### src/rtl/regfile_wb_arbiter_if.sv
// Write-back bus bundle for regfile_wb_arbiter: ALU/LSU result inputs, register
// file write port, queue occupancy and decode bypass lookup.
interface regfile_wb_arbiter_if #(
    parameter int DEPTH = 2
);
    logic                     alu_valid;
    logic [4:0]               alu_rd;
    logic [31:0]              alu_data;
    logic                     lsu_valid;
    logic                     lsu_ready;
    logic [4:0]               lsu_rd;
    logic [31:0]              lsu_data;
    logic                     reg_write;
    logic [4:0]               write_reg;
    logic [31:0]              write_data;
    logic [$clog2(DEPTH):0]   q_count;
    logic [4:0]               fwd_rs1;
    logic [4:0]               fwd_rs2;
    logic                     fwd_hit1;
    logic                     fwd_hit2;
    logic [31:0]              fwd_data1;
    logic [31:0]              fwd_data2;

    modport master (
        output alu_valid, alu_rd, alu_data,
        output lsu_valid, lsu_rd, lsu_data,
        output fwd_rs1, fwd_rs2,
        input  lsu_ready, reg_write, write_reg, write_data, q_count,
        input  fwd_hit1, fwd_hit2, fwd_data1, fwd_data2
    );

    modport slave (
        input  alu_valid, alu_rd, alu_data,
        input  lsu_valid, lsu_rd, lsu_data,
        input  fwd_rs1, fwd_rs2,
        output lsu_ready, reg_write, write_reg, write_data, q_count,
        output fwd_hit1, fwd_hit2, fwd_data1, fwd_data2
    );
endinterface

### src/rtl/regfile_wb_arbiter.sv
// Merges ALU results and queued load results onto the single register file write
// port. Define WB_BYPASS_EN to build the decode bypass from in-flight writes.
module regfile_wb_arbiter #(
    parameter int DEPTH = 2
) (
    input logic                clk,
    input logic                rst,
    regfile_wb_arbiter_if.slave bus
);
    localparam int PW = (DEPTH > 1) ? $clog2(DEPTH) : 1;
    localparam int CW = $clog2(DEPTH) + 1;

    logic [4:0]    q_rd   [DEPTH];
    logic [31:0]   q_data [DEPTH];
    logic [PW-1:0] wr_ptr, rd_ptr;
    logic [CW-1:0] count;
    logic          reg_write_q;
    logic [4:0]    write_reg_q;
    logic [31:0]   write_data_q;
    logic          push, pop;

    function automatic logic [PW-1:0] ptr_inc(input logic [PW-1:0] p);
        return (p == PW'(DEPTH - 1)) ? '0 : p + PW'(1);
    endfunction

    // Ready comes from the registered count only, so a full queue refuses even
    // when the same cycle pops.
    assign bus.lsu_ready  = (count < CW'(DEPTH));
    assign push           = bus.lsu_valid && bus.lsu_ready;
    assign pop            = !bus.alu_valid && (count != '0);
    assign bus.reg_write  = reg_write_q;
    assign bus.write_reg  = write_reg_q;
    assign bus.write_data = write_data_q;
    assign bus.q_count    = count;

    // NOTE: queue storage carries no reset; count and pointers alone decide which
    // entries are live, so stale contents are never observed.
    always_ff @(posedge clk) begin
        if (push) begin
            q_rd[wr_ptr]   <= bus.lsu_rd;
            q_data[wr_ptr] <= bus.lsu_data;
        end
    end

    // NOTE: all state updates are non-blocking so every read in this block sees
    // the pre-edge values regardless of statement order.
    always_ff @(posedge clk) begin
        if (rst) begin
            wr_ptr       <= '0;
            rd_ptr       <= '0;
            count        <= '0;
            reg_write_q  <= 1'b0;
            write_reg_q  <= '0;
            write_data_q <= '0;
        end else begin
            if (push) wr_ptr <= ptr_inc(wr_ptr);
            if (pop)  rd_ptr <= ptr_inc(rd_ptr);
            case ({push, pop})
                2'b10:   count <= count + CW'(1);
                2'b01:   count <= count - CW'(1);
                default: count <= count;
            endcase

            if (bus.alu_valid) begin
                reg_write_q  <= (bus.alu_rd != '0);
                write_reg_q  <= bus.alu_rd;
                write_data_q <= bus.alu_data;
            end else if (pop) begin
                reg_write_q  <= (q_rd[rd_ptr] != '0);
                write_reg_q  <= q_rd[rd_ptr];
                write_data_q <= q_data[rd_ptr];
            end else begin
                reg_write_q  <= 1'b0;
            end
        end
    end

`ifdef WB_BYPASS_EN
    // Scans oldest to youngest so later (younger) matches override earlier ones;
    // the output stage is seeded first as the lowest-priority candidate.
    function automatic logic [32:0] fwd_lookup(input logic [4:0] rs);
        logic [32:0]   res;
        logic [PW-1:0] idx;
        res = '0;
        if (rs != '0) begin
            if (reg_write_q && (write_reg_q == rs)) res = {1'b1, write_data_q};
            for (int k = 0; k < DEPTH; k++) begin
                idx = rd_ptr + PW'(k);
                if ((CW'(k) < count) && (q_rd[idx] == rs)) res = {1'b1, q_data[idx]};
            end
        end
        return res;
    endfunction

    always_comb begin
        {bus.fwd_hit1, bus.fwd_data1} = fwd_lookup(bus.fwd_rs1);
        {bus.fwd_hit2, bus.fwd_data2} = fwd_lookup(bus.fwd_rs2);
    end
`else
    logic unused_fwd_rs;
    assign unused_fwd_rs = ^{bus.fwd_rs1, bus.fwd_rs2};
    assign bus.fwd_hit1  = 1'b0;
    assign bus.fwd_hit2  = 1'b0;
    assign bus.fwd_data1 = '0;
    assign bus.fwd_data2 = '0;
`endif
endmodule

### src/flat_wrapper.sv
// flat-port wrapper written by rule: the top's interface ports become plain ports
module regfile_wb_arbiter_flat 
#(
    parameter int DEPTH = 2
)
  (clk, rst, bus_alu_valid, bus_alu_rd, bus_alu_data, bus_lsu_valid, bus_lsu_rd, bus_lsu_data, bus_fwd_rs1, bus_fwd_rs2, bus_lsu_ready, bus_reg_write, bus_write_reg, bus_write_data, bus_q_count, bus_fwd_hit1, bus_fwd_hit2, bus_fwd_data1, bus_fwd_data2);
  regfile_wb_arbiter_if #(.DEPTH(DEPTH)) bus_i ();
  input logic clk;
  input logic rst;
  input wire logic [$bits(bus_i.alu_valid)-1:0] bus_alu_valid;
  input wire logic [$bits(bus_i.alu_rd)-1:0] bus_alu_rd;
  input wire logic [$bits(bus_i.alu_data)-1:0] bus_alu_data;
  input wire logic [$bits(bus_i.lsu_valid)-1:0] bus_lsu_valid;
  input wire logic [$bits(bus_i.lsu_rd)-1:0] bus_lsu_rd;
  input wire logic [$bits(bus_i.lsu_data)-1:0] bus_lsu_data;
  input wire logic [$bits(bus_i.fwd_rs1)-1:0] bus_fwd_rs1;
  input wire logic [$bits(bus_i.fwd_rs2)-1:0] bus_fwd_rs2;
  output wire logic [$bits(bus_i.lsu_ready)-1:0] bus_lsu_ready;
  output wire logic [$bits(bus_i.reg_write)-1:0] bus_reg_write;
  output wire logic [$bits(bus_i.write_reg)-1:0] bus_write_reg;
  output wire logic [$bits(bus_i.write_data)-1:0] bus_write_data;
  output wire logic [$bits(bus_i.q_count)-1:0] bus_q_count;
  output wire logic [$bits(bus_i.fwd_hit1)-1:0] bus_fwd_hit1;
  output wire logic [$bits(bus_i.fwd_hit2)-1:0] bus_fwd_hit2;
  output wire logic [$bits(bus_i.fwd_data1)-1:0] bus_fwd_data1;
  output wire logic [$bits(bus_i.fwd_data2)-1:0] bus_fwd_data2;
  assign bus_i.alu_valid = bus_alu_valid;
  assign bus_i.alu_rd = bus_alu_rd;
  assign bus_i.alu_data = bus_alu_data;
  assign bus_i.lsu_valid = bus_lsu_valid;
  assign bus_i.lsu_rd = bus_lsu_rd;
  assign bus_i.lsu_data = bus_lsu_data;
  assign bus_i.fwd_rs1 = bus_fwd_rs1;
  assign bus_i.fwd_rs2 = bus_fwd_rs2;
  assign bus_lsu_ready = bus_i.lsu_ready;
  assign bus_reg_write = bus_i.reg_write;
  assign bus_write_reg = bus_i.write_reg;
  assign bus_write_data = bus_i.write_data;
  assign bus_q_count = bus_i.q_count;
  assign bus_fwd_hit1 = bus_i.fwd_hit1;
  assign bus_fwd_hit2 = bus_i.fwd_hit2;
  assign bus_fwd_data1 = bus_i.fwd_data1;
  assign bus_fwd_data2 = bus_i.fwd_data2;
  regfile_wb_arbiter #(.DEPTH(DEPTH)) u_core (.clk(clk), .rst(rst), .bus(bus_i));
endmodule
### config.mk
export PLATFORM = sky130hd
export DESIGN_NAME = regfile_wb_arbiter_flat
export DESIGN_NICKNAME = d
export VERILOG_FILES = /design/src/rtl/regfile_wb_arbiter_if.sv /design/src/rtl/regfile_wb_arbiter.sv /design/src/flat_wrapper.sv
export SDC_FILE = /design/constraint.sdc
export NUM_CORES = 1
export LEC_CHECK = 0
export ABC_AREA = 1
export CORE_ASPECT_RATIO = 1.1
export CORE_MARGIN = 2
export CORE_UTILIZATION = 31
export CTS_BUF_LIST = sky130_fd_sc_hd__clkbuf_4
export CTS_CLUSTER_SIZE = 28
export DETAILED_ROUTE_END_ITERATION = 8
export SYNTH_ARGS = -nofsm -noshare
export SYNTH_HDL_FRONTEND = slang
export SYNTH_SLANG_ARGS = --single-unit
### constraint.sdc
create_clock -name clk -period 2.3 [get_ports clk]
set_input_delay 0.345 -clock clk [delete_from_list [all_inputs] [get_ports clk]]
set_output_delay 0.345 -clock clk [all_outputs]
set_load 0.005 [all_outputs]
==> impl_metrics.yaml <==
outcome:
  outcome: "completed"
route:
  vias: 3574
  ant_nets: 0
  drtIter0Drc: 131
  wl_met2_mm: 5.74
  highest_layer: "met4"
  viasPerCell: 4.32
  drc: 0
  m1WireLength_mm: 4.74
  met3_wirelength_um: 744
  wl_per_cell_um: 13.8
  routed_wl_mm: 11.4
  first_pass_iters: 4
worst_setup_path:
  required_ns: 1.96
  critPathSlowestCell: "clkdlybuf4s50_1"
  critPathMaxStageDelay_ns: 0.55
  cp_max_fo: 6
  arrival_ns: 1.56
  crit_chain: "clkdlybuf4s50_1"
  crit_type: "register to output port"
  path_delay_family: "buffers and inverters"
  critPathLaunch: "u_core.bus.q_count[0]"
  worstSetupStartpointType: "register"
  cp-end-kind: "output port"
  crit_buf_inv: 1
  rr_startpoint: "u_core.bus.q_count[0]"
floorplan:
  ioPinCount: 195
  core_region_area_mm2: 0.0158
  fp-row-count: 48
  die_y_um: 138
  dieArea_mm2: 0.0173
  die_w_um: 126
  initial_utilization: 0.319
yosys:
  synthCells: 489
  async_reset_ff_frac: 0
  ys_top_cells_by_area: "edfxtp_1, dfxtp_1, nand2_1, buf_4, a21oi_1"
  ys_top_cells_by_count: "nand2_1, edfxtp_1, buf_4, dfxtp_1, a21oi_1"
  synth_top_area_cell: "edfxtp_1"
  synth_top_area_share: 0.440
  netlist_area_mm2: 0.00504
  synth_edf_count: 74
  synth_flop_cell: "edfxtp_1"
  ys_types: 24
  ys_ff_latch: 117
  ys_warn_count: 0
  syn-mean-instance-area_um2: 10.3
  seq_area_frac_synth: 0.611
  synth_most_common_cell: "nand2_1"
final_layout:
  multi_input_comb_area_mm2: 0.00151
  largest_reg_flops: 64
  areaGrowthSynthToFinish_pct: 28.9
  fin_nets: 701
  final_cells: 827
  seq_area_mm2: 0.00308
  regMostFlops: "u_core.q_data"
  fill_cells: 1525
  fin_area_mm2: 0.00650
  utilization: 0.412
  drive_gt1_frac: 0.101
cts:
  cts_made_buffers: 17
  cts_setup_buffers: 0
  cts_hold_buf: 0
  clock-sinks: 117
  cts_root_buf: "clkbuf_4"
  cts_tree: "done"
  clk_path_buf_depth: 2
  h-tree-depth: 4
  path_clk_slew_ns: 0.11
  clk_latency_ns: 0.54
  cts-resized-gates: 0
worst_hold_path:
  worstHoldStart: "bus_alu_valid"
  worstHoldPathType: "input pin to register"
placed_design:
  portBuffers: 118
  post-place-cells: 793
  dp_hpwl_mm: 7.64
  routabilityCongestion: 0.721
  placed_area_mm2: 0.00617
  place_ws_ns: 0.432
grt:
  grt_max_degree: 39
  gr-total-overflow: 0
  grt_first_pass_wirelength_mm: 17.9
  gr-usage-all-layers: 0.136
  antenna_found_initial: 2
  grt_pass1_vias: 3525
timing:
  drv_slew: 0
  whs_ns: 0.310
  timing_hold_violations_final: 0
  finalClockSkew_ns: 0.0163
  min_period_ns: 1.91
  setup_tns_ns: 0
  max_freq_mhz: 525
  setup_ws_ns: 0.395
  rsz0062_at_grt: "no"
  setup_viol: 0
  worst_slew_pin_slew_ns: 0.709
  max_slew_margin: 0.527
  min_period_over_period: 0.828
power_and_ir_drop:
  p_leak_nw: 2.56
  finalPower_mw: 5.76
  peakVddDrop_uv: 381
  power.density_mw_per_mm2: 886
run:
  maxCapViolCount: 0
path summary, 6_finish.rpt:
path / to / slack, ns / depth (start not counted)
setup / recovery: bus_q_count[0] / 0.39 / 1
hold / removal: u_core.bus.write_data[23] / 0.31 / 4
setup reg to reg: u_core.bus.write_data[17] / 0.73 / 5
hold reg to reg: u_core.rd_ptr / 0.46 / 1
logic make-up (layout without fill, tap and decap cells):
kind of cell | count (synthesis) | in the layout | synth area share
buffers and inverters | 104 | 175 | 0.141
other | 1 | 68 | 0.000743
adders and majority gates | 1 | 1 | 0.00248
DFF | 117 | 117 | 0.611
and+or+nand+nor | 183 | 183 | 0.151
AOI/OAI and AO/OA | 83 | 83 | 0.0930
layout make-up:
class                   instances  share of cell area
diodes                          2            0.000770
clock buffers                  19              0.0219
clock inverters                13              0.0279
inverters                      16             0.00962
multi-input cells             333               0.232
flip-flops and latches        117               0.474
well taps                     200              0.0385
repair buffers                127               0.195
report_power, final:
part | switching (mW) | internal (mW) | leakage (nW) | total, mW
sequential | 0.119 | 2.56 | 1.05 | 2.68
combinational | 0.771 | 0.629 | 1.35 | 1.40
clock | 0.799 | 0.883 | 0.163 | 1.68
metal layers:
layer	vias to the layer above	global-route usage
met2	141	0.238
li1	1770	-
met1	1649	0.153
met3	14	0.0447
met4	0	0.0574
met5	-	0
placed cells by master (no fill, tap or decap):
master           count
nand3b_1             1
ha_1                 1
inv_6                1
o211ai_1            15
o21ai_0             18
conb_1              66
inv_4                1
clkinv_1             1
clkinv_4             1
a21oi_1             37
clkinvlp_4           4
clkdlybuf4s50_1    117
inv_2                2
buf_12               2
nor2_4               4
nand2_2              3
or2_2               12
nor3_1               1
nand2_1            144
clkbuf_4            19
nor2_1               6
diode_2              2
dfxtp_1             43
or2_1                3
nand3_1              9
bufinv_16            4
buf_4                7
edfxtp_1            74
buf_2                1
clkinv_2             2
a31oi_1             13
inv_1               13
Note: power is estimated with default switching activity, not from simulation.
